==> src/rtl/fetch_unit.sv <==
// Instruction prefetch stage: streams sequential word addresses to a 1-cycle RAM
// and queues returned {pc, instr} pairs in a small FIFO for decode.
module fetch_unit #(
  parameter int unsigned DEPTH    = 4,
  parameter logic [31:0] RESET_PC = 32'h0000_0000
) (
  input  logic                     clk,
  input  logic                     reset,
  output logic [31:0]              addr_o,
  output logic                     we_o,
  input  logic [31:0]              data_i,
  input  logic                     redirect_i,
  input  logic [31:0]              redirect_pc_i,
  output logic [31:0]              instr_o,
  output logic [31:0]              pc_o,
  output logic                     valid_o,
  input  logic                     ready_i,
  output logic [$clog2(DEPTH):0]   count_o
);

  localparam int unsigned AW = $clog2(DEPTH);
  localparam int unsigned CW = AW + 1;
  localparam logic [CW:0]   DEPTH_C = (CW + 1)'(DEPTH);
  localparam logic [CW-1:0] FULL    = CW'(DEPTH);

  logic [31:0]   fetch_pc_q, fetch_pc_d;
  logic [31:0]   req_pc_q, req_pc_d;
  logic          inflight_q, inflight_d;
  logic [AW-1:0] wr_ptr_q, wr_ptr_d;
  logic [AW-1:0] rd_ptr_q, rd_ptr_d;
  logic [CW-1:0] count_q, count_d;
  logic [63:0]   mem_q [DEPTH];
  logic          issue, push, pop;
  logic          unused_pc_bits;

  assign unused_pc_bits = &{1'b0, redirect_pc_i[1:0]};

  // Credit counts the outstanding request, so a push can never find the FIFO full.
  assign issue = !redirect_i && (({1'b0, count_q} + (CW + 1)'(inflight_q)) < DEPTH_C);
  assign push  = inflight_q && !redirect_i;
  assign pop   = valid_o && ready_i;

  always_comb begin
    fetch_pc_d = fetch_pc_q;
    req_pc_d   = req_pc_q;
    inflight_d = issue;
    wr_ptr_d   = wr_ptr_q;
    rd_ptr_d   = rd_ptr_q;
    count_d    = count_q;
    if (redirect_i) begin
      fetch_pc_d = {redirect_pc_i[31:2], 2'b00};
      wr_ptr_d   = '0;
      rd_ptr_d   = '0;
      count_d    = '0;
    end else begin
      if (issue) begin
        fetch_pc_d = fetch_pc_q + 32'd4;
        req_pc_d   = fetch_pc_q;
      end
      if (push) wr_ptr_d = wr_ptr_q + 1'b1;
      if (pop)  rd_ptr_d = rd_ptr_q + 1'b1;
      case ({push, pop})
        2'b10:   count_d = count_q + 1'b1;
        2'b01:   count_d = count_q - 1'b1;
        default: count_d = count_q;
      endcase
    end
  end

  always_ff @(posedge clk or negedge reset) begin
    if (!reset) begin
      fetch_pc_q <= RESET_PC;
      req_pc_q   <= '0;
      inflight_q <= 1'b0;
      wr_ptr_q   <= '0;
      rd_ptr_q   <= '0;
      count_q    <= '0;
      for (int unsigned i = 0; i < DEPTH; i++) mem_q[i] <= '0;
    end else begin
      fetch_pc_q <= fetch_pc_d;
      req_pc_q   <= req_pc_d;
      inflight_q <= inflight_d;
      wr_ptr_q   <= wr_ptr_d;
      rd_ptr_q   <= rd_ptr_d;
      count_q    <= count_d;
      if (push) mem_q[wr_ptr_q] <= {req_pc_q, data_i};
    end
  end

  assign addr_o          = fetch_pc_q;
  assign we_o            = 1'b0;
  assign valid_o         = (count_q != '0);
  assign {pc_o, instr_o} = mem_q[rd_ptr_q];
  assign count_o         = count_q;

  no_push_when_full: assert property (@(posedge clk) disable iff (!reset)
    !(push && (count_q == FULL)));

endmodule

==> config.mk <==
export PLATFORM = sky130hd
export DESIGN_NAME = fetch_unit
export DESIGN_NICKNAME = d
export VERILOG_FILES = /design/src/rtl/fetch_unit.sv
export SDC_FILE = /design/constraint.sdc
export NUM_CORES = 1
export LEC_CHECK = 0
export CAP_MARGIN = 40
export CORE_ASPECT_RATIO = 1.25
export CORE_MARGIN = 5
export CORE_UTILIZATION = 34
export DETAILED_ROUTE_END_ITERATION = 7
export GPL_ROUTABILITY_DRIVEN = 0
export SKIP_LAST_GASP = 1
export SLEW_MARGIN = 25
export SYNTH_ARGS = -nofsm -noshare
export SYNTH_HDL_FRONTEND = slang
export SYNTH_SLANG_ARGS = --single-unit
==> constraint.sdc <==
create_clock -name clk -period 3.9 [get_ports clk]
set_clock_uncertainty 0.1 [all_clocks]
set_input_delay 0.78 -clock clk [delete_from_list [all_inputs] [get_ports clk]]
set_output_delay 0.78 -clock clk [all_outputs]
set_load 0.01 [all_outputs]
# ---- Word level (Yosys, flattened, before mapping)
# Index checks and enable logic that the tools add are counted.
# W data, S select, Z words.
dict set report word_totals {
  regBits 328
  input_bits 68
  output_inout_bits 101
  wordCells 50
}
dict set report op_classes {
  n_addsub 6
  n_lt_le_gt_ge 4
  eq_ne 2
  muxes 14
  n_bitwise 3
  reduce_logical 11
}
# cell n
set op_table {}
lappend op_table {{$bwmux W256} 1}
lappend op_table {{$mux W64} 3}
lappend op_table {{$bmux W64 S2} 1}
lappend op_table {{$demux W64 S2} 1}
lappend op_table {{$mux W32} 2}
lappend op_table {{$add A32 B3 Y32 const B} 1}
lappend op_table {{$mux W2} 4}
lappend op_table {{$ge A3 B3 Y1 const B} 2}
lappend op_table {{$not A2 Y3} 2}
lappend op_table {{$pmux W3 S2} 1}
lappend op_table {{$reduce_bool A2 Y1} 3}
lappend op_table {{$reduce_bool A3 Y1} 2}
lappend op_table {{$add A2 B1 Y2 const B} 2}
lappend op_table {{$add A3 B1 Y4} 1}
lappend op_table {{$logic_and A1 B1 Y1} 4}
lappend op_table {{$lt A4 B3 Y1 const B} 1}
lappend op_table {{$add A3 B1 Y3 const B} 1}
lappend op_table {{$lt A3 B1 Y1 const B} 1}
lappend op_table {{$mux W3} 1}
lappend op_table {{$sub A3 B1 Y3 const B} 1}
lappend op_table {{$eq A2 B1 Y1 const B} 1}
lappend op_table {{$eq A2 B2 Y1 const B} 1}
lappend op_table {{$reduce_and A2 Y1} 1}
lappend op_table {{$logic_not A1 Y1} 1}
lappend op_table {{$not A1 Y1} 1}

# ---- Logic depth before layout (Yosys ltp)
dict set report logic_depth {
  word_depth 6
  mapped_depth 8
  ltp_nobuf 6
}

# ---- Worst setup path before layout
# OpenSTA, ideal clock, no wires.
dict set report synth_timing {
  kind {reg2out}
  startpoint {register rd_ptr_q[0]}
  endpoint {output instr_o[10]}
  arrival_time_ps 1828
  required_ps 3020
  path_slack_ps 1192
  stages_incl_launch_ff 4
  path_buffers 2
  path_cell_list {dfrtp_1 -> clkbuf_1 -> buf_1 -> mux4_2}
}
dict set report synth_via {
  elab_chain_cells 4
}
# element line
set synth_lines {}
lappend synth_lines {{start, declared} 30} ;# logic [AW-1:0] rd_ptr_q, rd_ptr_d;
lappend synth_lines {{start signal, assigned} 84} ;# rd_ptr_q <= rd_ptr_d;
lappend synth_lines {{$not A2 Y3 (implied by the code)} 93} ;# assign {pc_o, instr_o} = mem_q[rd_ptr_q];
lappend synth_lines {{$bmux W64 S2} 93}
lappend synth_lines {{$mux W64 (implied by the code) (2 in a row)} 93}
lappend synth_lines {{end, declared} 14} ;# output logic [31:0] instr_o,
# No other way between the ends. The select of a mux whose other input is x is not followed.

# ---- Worst setup path in the final report
dict set report layout_timing {
  startpoint {register rd_ptr_q[0]}
  endpoint {output instr_o[17]}
}
# The elaborated chain is that of the path after synthesis.

==> flow_summary.json <==
{
  "crit_buf_inv": 2,
  "synth_flop_cell": "dfrtp_1",
  "viasPerCell": 5.04,
  "area_growth_pct": 26.0,
  "drtIter0Drc": 295,
  "synth_top_cell_by_area": "dfrtp_1",
  "rsz0062_at_grt": "false",
  "cp.arrival_ps": 2490,
  "hold_path.class": "input pin to async pin",
  "ys_seq_area_frac": 0.567,
  "path_class": "flip-flop to output pin",
  "io_buffers": 161,
  "cp_slowest_cell": "mux4_2",
  "final_cells": 1669,
  "grt_pass1_wl_um": 54100,
  "htree_num_levels": 2,
  "clk_pin_slew_ps": 60,
  "slew_headroom": 0.453,
  "worstSkewPairLatency_ps": 530,
  "period_minus_slack_ps": 3370,
  "leakagePower_nw": 7.43,
  "cts_setup_buffers": 0,
  "grt_max_degree": 90,
  "setup_violations": 0,
  "ys_ff_latch": 316,
  "crit_path_max_incr_delay_ps": 590,
  "end_kind": "output pin",
  "overflow": 0,
  "drt_wl_total_um": 33700,
  "fp-row-count": 83,
  "start_kind": "flip-flop",
  "status": "finished, final reports clean",
  "antenna_cells": 0,
  "die_h_um": 236,
  "die_area_um2": 45200,
  "max_freq_mhz": 297,
  "die_x_um": 191,
  "powerDensity_nw_per_um2": 783,
  "postSynthCellCount": 921,
  "synth_area_per_cell_um2": 15.1,
  "synth_cell_types": 37,
  "cts_inserted_buffers": 36,
  "hpwl_um": 22100,
  "cts_resized": 0,
  "timing.hold.ws_ps": 182,
  "num_vias": 8411,
  "ys.warnings.count": 0,
  "nets": 1163,
  "synth.top_cell.area_share": 0.567,
  "floorplan.initialDensity": 0.342,
  "grt_usage": 0.152,
  "slew_violations": 0,
  "clock-root-buffer": "clkbuf_16",
  "worst_ep_required_time_ps": 3020,
  "finalHoldViolCount": 0,
  "yosys-top-cells-area": "dfrtp_1, mux2_2, mux4_2",
  "drt-pass1-iter-count": 4,
  "postRouteAntennaNets": 0,
  "ctsHoldBuffers": 0,
  "critPathTopFamily": "buffers and inverters",
  "max_cap_violations": 0,
  "drive_gt1_frac": 0.395,
  "wl_per_cell_um": 20.2,
  "worstMarginPinSlew_ps": 817,
  "drc": 0,
  "cts_tree": "done",
  "cp.depth": 3,
  "ys_async_sr_fraction": 1.00,
  "first_global_vias": 9052,
  "ir_drop_uv": 275,
  "synth_area_um2": 13900,
  "synth_enable_flop_cells": 0,
  "crit_fanout": 19,
  "cts.sinks": 316,
  "finalCritPeriodShare": 0.864,
  "finalSetupTns_ps": 0,
  "cp_cell_sequence": "buf_4, mux4_2, clkdlybuf4s50_1",
  "rr_worst_depth": 4,
  "clockBufferDepth": 3,
  "antenna_found_initial": 0,
  "core_area_um2": 40800,
  "pin_count": 169,
  "place_inst": 1603
}
-- state kept, by name (all words and copies together) (netlist names) --
register    cells
mem_q         248
wr_ptr_q        2
addr_o         30
req_pc_q       30
count_o         3
inflight_q      1
rd_ptr_q        2
-- synth_stat cells (8+ instances only) --
cell type and count:
dfrtp_1 316, mux2_2 279, mux4_2 62, clkbuf_1 48
nand2_1 27, nor2_1 22, or4_1 18, a31oi_1 16
nand3_1 16, o31ai_1 13, o21ai_0 12, nand4_1 9
and4_1 8, buf_1 8
-- worst register-to-register path, cell delays in order (launching register included) --
cell and delay [ps]:
dfrtp_1 450, a31oi_1 700, nand4_1 670, or4_1 670
a31oi_1 170
-- through the flow --
stage / util / total power [mW] / instance area (µm²) / worst slack (ps)
final: 0.430 / 13.7 / 17600 / 530
after global routing: 0.430 / 14.6 / 17600 / 402
after CTS: 0.430 / 14.0 / 17600 / 438
after detailed placement: 0.401 / 10.5 / 16400 / 885
after global placement: 0.401 / 10.4 / 16400 / 898
after floorplan: - / 8.26 / 14000 / 1190
-- area by class of cell --
cell class	count	area, µm²
flip-flops and latches	316	7920
multi-input cells	537	5780
repair buffers	192	1950
clock buffers	54	1080
inverters	6	22.5
clock inverters	12	126
well taps	552	691
fillers	3736	23200
-- cells by family after synthesis --
group / Yosys count / share of synthesized area
flops: 316 / 0.567
mux: 344 / 0.328
simple gates: 121 / 0.0476
compound gates: 49 / 0.0225
buf+inv: 72 / 0.0216
fa+ha+maj: 6 / 0.00592
other cells: 1 / 0.000269
xor+xnor: 12 / 0.00754
-- worst paths after layout --
path | startpoint | to | slack (ps)
worst max register to register | count_o[1] | addr_o[25] | 1030
worst min-delay path | reset | mem_q[227] | 180
worst min register to register | mem_q[5] | mem_q[5] | 400
worst max-delay path | rd_ptr_q[0] | instr_o[17] | 530
max in group asynchronous | reset | mem_q[190] | 2510
min in group clk | mem_q[5] | mem_q[5] | 400
-- layout by cell type (no fill, tap or decap), types with 16 or more instances in the layout --
master	netlist	routed
dfrtp_1	316	314
mux2_2	279	279
clkdlybuf4s50_1	0	160
mux4_2	62	62
clkbuf_16	0	37
nand2_1	27	23
buf_4	5	23
nor2_1	22	22
or4_1	18	18
a31oi_1	16	16
nand3_1	16	16
-- power by group --
part	switching [mW]	internal [mW]	leakage [nW]
Sequential	0.818	4.67	3.90
Clock	1.34	2.06	0.591
Combinational	1.79	3.07	2.94
-- layer usage --
metal | part of all wire | vias to the layer above | GRT usage | wire length (µm)
li1 | - | 3773 | - | -
met1 | 0.43 | 4426 | 0.198 | 14500
met2 | 0.50 | 168 | 0.260 | 16900
met3 | 0.047 | 44 | 0.0311 | 1590
met4 | 0.019 | 0 | 0.0370 | 632
met5 | 0 | - | 0 | 0
Power figures use the tool's default switching activity.
==> variant 1 (same settings) <==
The parameter `DEPTH` goes from 4 to 8.
--- a/src/rtl/fetch_unit.sv
+++ b/src/rtl/fetch_unit.sv
@@ -2,5 +2,5 @@
 // and queues returned {pc, instr} pairs in a small FIFO for decode.
 module fetch_unit #(
-  parameter int unsigned DEPTH    = 4,
+  parameter int unsigned DEPTH    = 8,
   parameter logic [31:0] RESET_PC = 32'h0000_0000
 ) (
Ports: changed (resized count_o); port bits go from 169 to 170. No check against the original RTL was run, so the function may have changed too.
==> variant 1 against the original RTL <==
  * Design area is 75% higher
  * Final cell count is 68% higher
  * Setup slack worse by 0.33 ns
  * Routed wire length is 84% higher
  * Via count is 74% higher
  * Synthesized area is 83% higher
  * Synthesized cell count is 75% higher
  * Sequential cell count is 251 higher
  * Total power is 54% higher
  * Largest power group unchanged
  * First-iteration DRC count is 130% higher
  * Worst hold slack worse by 0.17 ns
  * Highest routed layer unchanged
==> variant 1: results (changes against the original RTL) <==
** Clock network
- Clock latency reported for the late side of the worst-skew pair :: 0.62 ns (+0.09 ns)
- The maximum clock path buffer count came to 3 (unchanged).
- Clock Root Buffer :: sky130_fd_sc_hd__clkbuf_16
- The clock-pin slew on the worst setup and hold paths came to 0.06 ns (about the same).
- The post-cts resize count is 0 (unchanged).
- Number of levels in the clock H-tree :: 2 (unchanged)
- The number of CTS-inserted buffers came to 60 (+67%).

** Placement
- Sum of net half-perimeters after detailed placement :: 37.94 mm (+72%)
- The worst setup timing slack at the placement stage is 0.5546 ns (-0.3308 ns).
- The count of port buffers added during placement is 162 (+0.62%).

** Global route
- The global routing usage summed across all routing layers came to 15.48% (+0.30 points).
- The pin count of the biggest net entering global routing was 138 (+53%).
- The global-route wire length before repair came to 97.89 mm (+81%).
- The number of global-route vias before repair was 16270 (+80%).
- The initial antenna violation count is 2 (+2).
- The total congestion overflow after global routing came to 0 (unchanged).

** Detailed routing
- DRT Wirelength :: 61.93 mm (+84%)
- TritonRoute pass-1 iters :: 4 (unchanged)
- The iteration-0 DRC count of the detailed router is 665 (+130%).
- Detailed-route via count :: 14620 (+74%)
- Post-route antenna net violation count :: 0 (unchanged)

** Final layout
- Largest register by flop count :: mem_q
- The fraction of layout cells with a size suffix above 1 is 48.44% (+9.0 points).
- Final net count :: 1856 (+60%)
- Number of flip-flops under the largest register name :: 496 (+100%)
- The final-layout fill cell count is 6761 (+81%).

** Synthesis
- The sequential fraction of the synthesis area came to 55.58% (-1.1 points).
- Commonest cells in the netlist :: sky130_fd_sc_hd__mux2_2 (589), sky130_fd_sc_hd__dfrtp_1 (567), sky130_fd_sc_hd__mux4_2 (124)
- The number of warnings reported in the yosys synthesis log came to 0 (unchanged).
- The unique cell type count in the Yosys netlist is 46 (+24%).
- Async SR Flop Fraction :: 100.0% (unchanged)
- Largest cells by area after synthesis :: sky130_fd_sc_hd__dfrtp_1 (56%), sky130_fd_sc_hd__mux2_2 (26%), sky130_fd_sc_hd__mux4_2 (11%), sky130_fd_sc_hd__buf_2 (1.1%), sky130_fd_sc_hd__clkbuf_1 (0.65%)

** Timing
- Worst Max-Slew Pin Slew :: 0.7850 ns (-0.03155 ns)
- The time the worst path needs with I/O delays and setup is 3.703 ns (+0.3331 ns).
- The worst-case hold slack came to 0.007567 ns (-0.1743 ns).

** Critical path
- Crit-path slowest cell :: sky130_fd_sc_hd__mux4_2
- The slack of the worst reg-to-reg path came to 1.23 ns (+0.20 ns).
- WP data arrival :: 2.82 ns (+0.33 ns)
- Cell count of the worst reg-to-reg path :: 5 (+1)
- Largest stage delay, worst path :: 0.54 ns (-0.05 ns)
- Worst Path Max Fanout :: 25 (+6)

** Pwr
- Worst ir drop on vdd :: 0.3819 mV (+39%)
- Leakage power :: 0.01315 uW (+77%)

** Outcome
- Outcome :: complete, no violations

** Worst hold path
- Class of the most critical hold timing path :: in2async
-- variant 1: cell types whose count changed in the layout (fill, tap and decap cells not counted), moves of 5 or more --
cell                        before  now
sky130_fd_sc_hd__clkbuf_16      37   60
sky130_fd_sc_hd__dfrtp_1       314  564
sky130_fd_sc_hd__mux4_2         62  124
sky130_fd_sc_hd__nor2_1         22   27
sky130_fd_sc_hd__buf_12          8   22
sky130_fd_sc_hd__clkinv_2        5   10
sky130_fd_sc_hd__buf_4          23   30
sky130_fd_sc_hd__nand2_1        23   29
sky130_fd_sc_hd__mux2_2        279  589
-- variant 1: path summary, 6_finish.rpt --
kind | startpoint | to
setup / recovery | rd_ptr_q[0] | instr_o[12]
min in group clk | mem_q[367] | mem_q[367]
max in group asynchronous | reset | mem_q[219]
hold reg to reg | mem_q[367] | mem_q[367]
setup reg to reg | inflight_q | mem_q[344]
hold / removal | reset | mem_q[257]
-- variant 1: cell families after synthesis --
logic type,count (synthesis),share of synthesized area [%]
muxes,716,37.04
adders and majority gates,5,0.2451
buffers and inverters,115,2.103
DFF,567,55.58
and+or+nand+nor,136,2.970
AOI/OAI and AO/OA,57,1.564
other,1,0.01469
xor gates and xnor gates,14,0.4804
-- variant 1: cell type report --
type                    instances  share of cell area, %
repair buffers                216                  7.521
diodes                          1               0.008162
inverters                       5                0.06121
well taps                     969                  3.954
flip-flops and latches        567                  46.31
clock inverters                24                  1.032
clock buffers                  84                  5.615
multi-input cells             933                  35.49
-- variant 1: stage by stage --
| step | utilization, % | power [uW] | instance area, um2 | instances | TNS, ns |
|---|---|---|---|---|---|
| detailed placement | 38.28 | 15520 | 28530 | 2681 | 0 |
| finish | 41.13 | 21160 | 30660 | 2799 | 0 |
| global route | 41.13 | 22400 | 30660 | 2799 | 0 |
| CTS | 41.03 | 21530 | 30590 | 2791 | -0.2422 |
| floorplan | - | 12630 | 25540 | 1615 | 0 |
| global placement | 38.28 | 15230 | 28530 | 2681 | 0 |
-- variant 1: routing by layer --
layer	global-route usage, %	wire length (um)	vias up
met2	26.40	30960	271
met5	0	0	-
met1	20.66	27250	7887
met4	3.752	1265	0
met3	2.781	2453	83
li1	-	-	6383
-- variant 1: where the power goes --
group	switching [uW]	total (uW)	internal [uW]
sequential	1180	8710	7540
combinational	2510	6600	4090
clock	2380	5850	3470
-- variant 1: timing repair --
action	CTS	global route
pin swaps	0	0
endpoints found under the setup margin	50	32
setup buffers	2	7
-- variant 1: worst max-delay path, delay by kind of cell (launching register included) --
family	cells	cell delay (ns)
buffers and inverters	3	0.91
multiplexers	2	0.82
flip-flops	1	0.43
==> variant 2 (same flow settings) <==
Made on the original files. Make the reset (`reset`) synchronous in one clocked block.
--- a/src/rtl/fetch_unit.sv
+++ b/src/rtl/fetch_unit.sv
@@ -68,5 +68,5 @@
   end
 
-  always_ff @(posedge clk or negedge reset) begin
+  always_ff @(posedge clk) begin
     if (!reset) begin
       fetch_pc_q <= RESET_PC;
Formal check against the unedited RTL: differs if reset is asserted again (counterexample within 4 cycles, from zero or initial values and one cycle with reset low); with reset held inactive, the same outputs for 4 cycles.
==> variant 2 against the original RTL <==
  * Sequential cell count rose by 2
  * Synthesized area decreased by 2.2%
  * Setup slack got worse by 0.096 ns
  * Routed wire length about the same
  * Critical endpoint is now pc_o[24]
  * Global-route usage hardly changed
  * Non-clock buffer count shrank 2
  * Design area down 3.1%
  * First-iteration DRC count up 84%
  * Final cell count increased by 4.4%
  * Sequential share of layout area rose by 6.9 points
Power is not compared: it rests on default switching activity, and its combinational part moved more than twofold at a synthesized area within 25%.
==> variant 2: results (changes against the original RTL) <==
** Critical path
- The arrival time at the worst endpoint was 2.59 ns (+0.10 ns).
- The highest net fanout along the worst path is 15 (-4).

** Synthesis
- Async SR Flop Fraction :: 0% (-100 points)
- Number of enable flip-flop cells after synthesis :: 248 (+248)
- Arithmetic-cell share of the synthesized area counting full adders, half adders and majority gates :: 0.3303% (-0.26 points)
- Xor-xnor portion of the synthesized cell area :: 2.184% (+1.4 points)
- Area share of the leading cell type in the synthesized netlist :: 54.62% (-2.1 points)
- Ranked by instance count, the synthesized netlist is headed by sky130_fd_sc_hd__edfxtp_1 (248), sky130_fd_sc_hd__nor2_1 (153), sky130_fd_sc_hd__nand2_1 (140).
- The portion of netlist area occupied by mux cells came to 10.24% (-23 points).
- Synthesized-area fraction occupied by ao, oa, aoi and oai cells :: 4.184% (+1.9 points)
- Most used DFF post-synth :: sky130_fd_sc_hd__edfxtp_1
- The unique cell type count in the Yosys netlist is 44 (+19%).
- Register area share after synthesis :: 64.89% (+8.2 points)
- Largest cells by area after synthesis :: sky130_fd_sc_hd__edfxtp_1 (55%), sky130_fd_sc_hd__dfxtp_1 (10%), sky130_fd_sc_hd__mux4_2 (10%), sky130_fd_sc_hd__nor2_1 (4.2%), sky130_fd_sc_hd__nand2_1 (3.9%)

** Detailed routing
- The iteration-0 DRC count of the detailed router came to 542 (+84%).
- The first-pass detailed-route iteration total came to 5 (+1).

** Global route
- Pin count of the biggest net entering global routing :: 68 (-24%)
- Global-route wire length before repair :: 52.17 mm (-3.5%)
- The global routing usage summed across all routing layers came to 15.21% (+0.030 points).

** Worst hold path
- The worst hold path belongs to the class reg2reg.

** Final layout
- The fraction of layout cells with a size suffix above 1 came to 13.48% (-26 points).
- The total number of nets in the final design was 1287 (+11%).
- Filler cells :: 3672 (-1.7%)

** Placement
- Sum of net half-perimeters after detailed placement :: 21.27 mm (-3.7%)

** Clock network
- Number of CTS-inserted buffers :: 34 (-5.6%)

** Outcome
- Outcome :: complete, no violations

** Timing
- The worst slew slack as a fraction of its limit was 53.39% (+8.1 points).
==> variant 2: cell count changes in the layout (fill, tap and decap cells not counted), sizes merged, moves of 30 or more <==
cell / change
a21boi: +30
and2: +60
dfrtp: -316
dfxtp: +70
edfxtp: +248
inv: +41
mux2: -279
nand2: +113
nor2: +131
==> variant 2: power by group through the flow <==
stage               registers, uW  clock network (uW)  logic (uW)
floorplan                    3930                   0         239
global placement             3940                   0         538
detailed placement           3940                   0         539
CTS                          3870                3200         542
global route                 3890                3330         575
finish                       3870                3120         528
==> variant 2: path summary, 6_finish.rpt <==
kind / startpoint / to / slack (ns) / depth (start not counted)
max reg2reg: inflight_q / mem_q[2][8] / 1.48 / 5
min reg2reg: req_pc_q[17] / req_pc_q[17] / 0.38 / 2
max: register / pc_o[24] / 0.43 / 3
min: req_pc_q[17] / req_pc_q[17] / 0.38 / 2
==> variant 2: layout make-up <==
class	instances	share of cell area (%)
flip-flops and latches	318	52.00
multi-input cells	625	25.71
repair buffers	190	11.25
clock buffers	47	5.716
well taps	504	3.703
inverters	47	1.036
clock inverters	12	0.5878
==> variant 2: stage by stage <==
stage          util [%]  std cells  worst slack, ns  cell area, um2
4_1_cts           42.67       1743           0.3621           17030
6_report          42.67       1743           0.4343           17030
5_1_grt           42.67       1743           0.2987           17030
3_5_place_dp      39.98       1684           0.7243           15960
3_3_place_gp      39.95       1683           0.7659           15950
2_1_floorplan         -       1058          -0.6781           13650
==> variant 2: critical path, stage by stage, from the launching register on <==
cell	delay, ns
sky130_fd_sc_hd__dfxtp_4	0.57
sky130_fd_sc_hd__buf_4	0.38
sky130_fd_sc_hd__mux4_2	0.59
sky130_fd_sc_hd__clkdlybuf4s50_1	0.51
==> variant 2: cells by family after synthesis <==
kind of cell	count (synthesis)
fa+ha+maj	3
simple gates	426
flops	318
other cells	1
xor+xnor	34
buf+inv	115
mux	62
compound gates	95
==> variant 2: metal layers <==
layer	up-vias	global-route usage [%]	part of all wire, %
met4	0	4.328	2.0
met1	4277	18.31	40
li1	4061	-	-
met3	40	3.559	6.9
met2	268	27.36	51
met5	-	0	0
